<file path="config.mk">
export PLATFORM = sky130hd
export DESIGN_NAME = rotor_stepper
export DESIGN_NICKNAME = d
export VERILOG_FILES = /design/src/rtl/enigma_pkg.sv /design/src/rtl/rotor_pos_inc.sv /design/src/rtl/rotor_stepper.sv
export SDC_FILE = /design/constraint.sdc
export NUM_CORES = 1
export LEC_CHECK = 0
export ABC_AREA = 1
export CAP_MARGIN = 25
export CORE_UTILIZATION = 25
export CTS_CLUSTER_SIZE = 30
export DETAILED_ROUTE_END_ITERATION = 12
export PLACE_DENSITY_LB_ADDON = 0.2
export RECOVER_POWER = 25
export SYNTH_ARGS = -nofsm -noshare
export SYNTH_HDL_FRONTEND = slang
export SYNTH_HIERARCHICAL = 1
export SYNTH_SLANG_ARGS = --single-unit
</file>
<file path="constraint.sdc">
create_clock -name clk -period 2.5 [get_ports clk]
set_clock_uncertainty 0.2 [all_clocks]
set_input_delay 0.25 -clock clk [delete_from_list [all_inputs] [get_ports clk]]
set_output_delay 0.25 -clock clk [all_outputs]
set_load 0.1 [all_outputs]
</file>
<file path="src/rtl/enigma_pkg.sv">
// Shared constants and types for the Enigma rotor datapath.
package enigma_pkg;

  // Letters per rotor ring (A..Z).
  localparam int unsigned ALPHA = 26;

  // Default turnover notches: rot1 leaves Q, rot2 leaves E.
  localparam int unsigned NOTCH1_DEF = 16;
  localparam int unsigned NOTCH2_DEF = 4;

  // Stepper FSM encoding.
  typedef enum logic [1:0] {
    StIdle   = 2'd0,
    StStep   = 2'd1,
    StStrobe = 2'd2
  } step_state_e;

  // True when a 5-bit position is a legal ring letter.
  function automatic logic pos_legal(input logic [4:0] pos);
    return pos < 5'(ALPHA);
  endfunction

endpackage

</file>
<file path="src/rtl/rotor_pos_inc.sv">
// Mod-26 position incrementer with a compare against a fixed notch position.
module rotor_pos_inc
  import enigma_pkg::*;
#(
  parameter int unsigned NOTCH = 0
) (
  input  logic [4:0] pos,
  output logic [4:0] pos_next,
  output logic       at_notch
);

  // Wrap Z back to A; inputs are always kept in 0..25 by the caller.
  always_comb begin
    pos_next = (pos == 5'(ALPHA - 1)) ? 5'd0 : pos + 5'd1;
    at_notch = (pos == 5'(NOTCH));
  end

endmodule

</file>
<file path="src/rtl/rotor_stepper.sv">
// Rotor position controller: holds the three rotor offsets and the keypress counter,
// advancing them once per accepted keypress with notch turnover and double-stepping.
module rotor_stepper
  import enigma_pkg::*;
#(
  parameter int unsigned NOTCH1 = NOTCH1_DEF,
  parameter int unsigned NOTCH2 = NOTCH2_DEF
) (
  input  logic       clk,
  input  logic       rst_n,
  input  logic       load,
  input  logic [4:0] init1,
  input  logic [4:0] init2,
  input  logic [4:0] init3,
  input  logic       key_valid,
  output logic [4:0] rot1,
  output logic [4:0] rot2,
  output logic [4:0] rot3,
  output logic [5:0] counter,
  output logic       busy,
  output logic       pos_valid,
  output logic       load_err
);

  step_state_e state_q, state_d;
  logic [4:0]  rot1_q, rot1_d;
  logic [4:0]  rot2_q, rot2_d;
  logic [4:0]  rot3_q, rot3_d;
  logic [4:0]  cnt_q, cnt_d;
  logic        pos_valid_q, pos_valid_d;
  logic        load_err_q, load_err_d;

  logic [4:0]  rot1_inc, rot2_inc, rot3_inc, cnt_inc;
  logic        rot1_notch, rot2_notch;
  logic        unused_rot3_notch, unused_cnt_notch;
  logic        load_ok;
  logic        turn2;

  rotor_pos_inc #(.NOTCH(NOTCH1)) u_inc1 (
    .pos      (rot1_q),
    .pos_next (rot1_inc),
    .at_notch (rot1_notch)
  );

  rotor_pos_inc #(.NOTCH(NOTCH2)) u_inc2 (
    .pos      (rot2_q),
    .pos_next (rot2_inc),
    .at_notch (rot2_notch)
  );

  rotor_pos_inc #(.NOTCH(0)) u_inc3 (
    .pos      (rot3_q),
    .pos_next (rot3_inc),
    .at_notch (unused_rot3_notch)
  );

  rotor_pos_inc #(.NOTCH(0)) u_inc_cnt (
    .pos      (cnt_q),
    .pos_next (cnt_inc),
    .at_notch (unused_cnt_notch)
  );

  // Load is rejected as a whole if any ring value is out of range.
  always_comb begin
    load_ok = pos_legal(init1) && pos_legal(init2) && pos_legal(init3);
    // rot2 at its own notch drags itself along with rot3 (double step).
    turn2   = rot1_notch || rot2_notch;
  end

  // Next-state logic: a keypress is only taken in idle and only when no load competes.
  always_comb begin
    state_d = state_q;
    unique case (state_q)
      StIdle:   if (key_valid && !load) state_d = StStep;
      StStep:   state_d = StStrobe;
      StStrobe: state_d = StIdle;
      default:  state_d = StIdle;
    endcase
  end

  // Datapath next values: load in idle, or one step when leaving StStep.
  always_comb begin
    rot1_d      = rot1_q;
    rot2_d      = rot2_q;
    rot3_d      = rot3_q;
    cnt_d       = cnt_q;
    pos_valid_d = 1'b0;
    load_err_d  = 1'b0;
    if (state_q == StIdle && load) begin
      if (load_ok) begin
        rot1_d      = init1;
        rot2_d      = init2;
        rot3_d      = init3;
        cnt_d       = 5'd0;
        pos_valid_d = 1'b1;
      end else begin
        load_err_d  = 1'b1;
      end
    end else if (state_q == StStep) begin
      rot1_d      = rot1_inc;
      rot2_d      = turn2 ? rot2_inc : rot2_q;
      rot3_d      = rot2_notch ? rot3_inc : rot3_q;
      cnt_d       = cnt_inc;
      pos_valid_d = 1'b1;
    end
  end

  // State and output registers; reset aborts any step in flight.
  always_ff @(posedge clk or negedge rst_n) begin
    if (!rst_n) begin
      state_q     <= StIdle;
      rot1_q      <= 5'd0;
      rot2_q      <= 5'd0;
      rot3_q      <= 5'd0;
      cnt_q       <= 5'd0;
      pos_valid_q <= 1'b0;
      load_err_q  <= 1'b0;
    end else begin
      state_q     <= state_d;
      rot1_q      <= rot1_d;
      rot2_q      <= rot2_d;
      rot3_q      <= rot3_d;
      cnt_q       <= cnt_d;
      pos_valid_q <= pos_valid_d;
      load_err_q  <= load_err_d;
    end
  end

  // Outputs straight from registers.
  always_comb begin
    rot1      = rot1_q;
    rot2      = rot2_q;
    rot3      = rot3_q;
    counter   = {1'b0, cnt_q};
    busy      = (state_q != StIdle);
    pos_valid = pos_valid_q;
    load_err  = load_err_q;
  end

endmodule

</file>
==> reports/results.txt <==
DP Cell Count - 418
Tot Pwr - 3.001 mW
Clock-pin slew on the worst setup and hold paths - 0.09 ns
Die area - 7899 um^2
Setup Fix Bufs, Post-CTS - 0
Final period util - 82.80%
WP data arrival - 2.04 ns
Post-CTS Resized - 0
Iter 0 DRT Violations - 53
Pwr dens - 1264 nW/um^2
Via density - 4.265
CTS root buf - clkbuf_8
Critical path fanouts, max - 8
Mapped cell area - 1887 um^2
Antenna violations before repair - 0
Peak VDD IR - 0.0005104 V
Max Buffers Root-to-Sink - 2
CORE AREA - 7292 um^2
Synth Instances - 285
DR WL/cell - 10.95 um
CP Class - reg -> reg
R2r setup slk - 0.43 ns
# IOs - 43
Die Ht - 88.88 um
RSZ-0062 raised after global routing - no
Synth warn - 6
Pleak - 1.296 nW
Final Hold Viols - 0
Outcome - finished, final reports clean
CP Data Required Time - 2.47 ns
GR Overflow Total - 0
Worst-skew pair later-pin latency - 0.27 ns
Synthesized Nets - 316
Most used routing layer - met2
CTS H-tree depth - 1
PortBufs - 41
Final WL - 4.622 mm
FMAX - 483.1 MHz
Largest net degree at the start of global routing - 25
Max_slew headroom - 6.712%
Setup crit start kind - flip-flop
Hpwl dp - 3.462 mm
Initial Util - 25.88%
Commonest non-fill, non-tap cell in the layout - nand2_1
GRT Overall Usage - 12.45%
Total number of vias - 1800
Antenna Nets Post-Route - 0
Pre-CTS setup slack - 0.4620 ns
Final Critical Period - 2.070 ns
Register area - 600.6 um^2
First-pass GRT wire length - 7.514 mm
MaxCap Viol Count - 0
CTS Sinks - 24
Final Worst Setup Slack - 0.4301 ns
Fin nets - 355
Proportion of layout cells with a drive suffix above 1 - 13.62%
Fillers - 840
Placer Congestion - 0.7842
M2 GR Usage - 20.98%
Met1 Use GR - 16.29%
M3 GR Usage - 3.078%
Vias in the first global route - 1620
Row cnt - 31
Hold buffer count at CTS - 0
Cts bufs inserted - 3
Commonest cells after routing, fill and taps aside - nand2_1, inv_1, nand3_1
CP Capture Type - flip-flop
Post-Syn Area per Cell - 6.620 um^2
Area growth syn-to-layout - 25.80%
Slew Limit Fails - 0
Final core utilization - 32.55%
Area of the multi-input gates - 1045 um^2
DR pass1 iterations - 4
CTS tree - yes
Setup TNS Final - 0 ns
Worst min path class - in -> reg
Slew at the pin with the worst max-slew slack - 1.399 ns
Die W - 88.88 um
Antenna Cells - 0
Final non-filler cell total - 422
Drt drc - 0
Final setup fails - 0
flip-flops by register name, indices dropped and copies added, names as in the netlist:
name	count
rot1	5
load_err	1
cnt_q	5
rot2	5
pos_valid	1
state_q	2
rot3	5
stage by stage:
step | instance area (um^2) | hold slack [ns]
floorplan | 1887 | -0.2456
global placement | 2306 | 0.3595
detailed placement | 2306 | 0.3696
CTS | 2377 | 0.1523
global route | 2374 | 0.3462
finish | 2374 | 0.3418
layout make-up:
cell class                 instances  area share, %
clock inverter                     1          1.265
sequential                        24          25.30
tap                               99          5.219
clock buffer                       3          1.740
multi-input combinational        209          44.02
inverter                          41          6.484
timing repair buffer              45          15.97
where the power goes:
group | total, mW | internal [mW] | switching (mW)
Combinational | 1.88 | 0.471 | 1.41
Sequential | 0.775 | 0.512 | 0.263
Clock | 0.349 | 0.214 | 0.134
Total | 3.00 | 1.20 | 1.80
layer usage:
| layer | wire (um) | up-vias |
|---|---|---|
| li1 | - | 946 |
| met1 | 2283 | 812 |
| met2 | 2093 | 40 |
| met3 | 219 | 2 |
| met4 | 25 | 0 |
| met5 | 0 | - |
worst paths after layout:
check                      startpoint          to  cells past startpoint
setup / recovery              rot2[0]     rot2[0]                      9
hold / removal              key_valid  state_q[0]                      2
setup reg to reg              rot2[0]     rot2[0]                      9
hold reg to reg            state_q[1]  state_q[0]                      3
max in group asynchronous       rst_n     rot3[4]                      2
min in group asynchronous       rst_n     rot1[1]                      2
worst max-delay path, cell delays in order, from the launching register on:
cell	delay, ns
dfrtp_1	0.48
inv_1	0.09
ha_1	0.15
nand2_1	0.05
nor3_1	0.24
nor2_1	0.09
o21ai_2	0.30
nand2_1	0.22
nand2_1	0.10
nand2_1	0.05
Note: power is estimated with default switching activity, not from simulation.
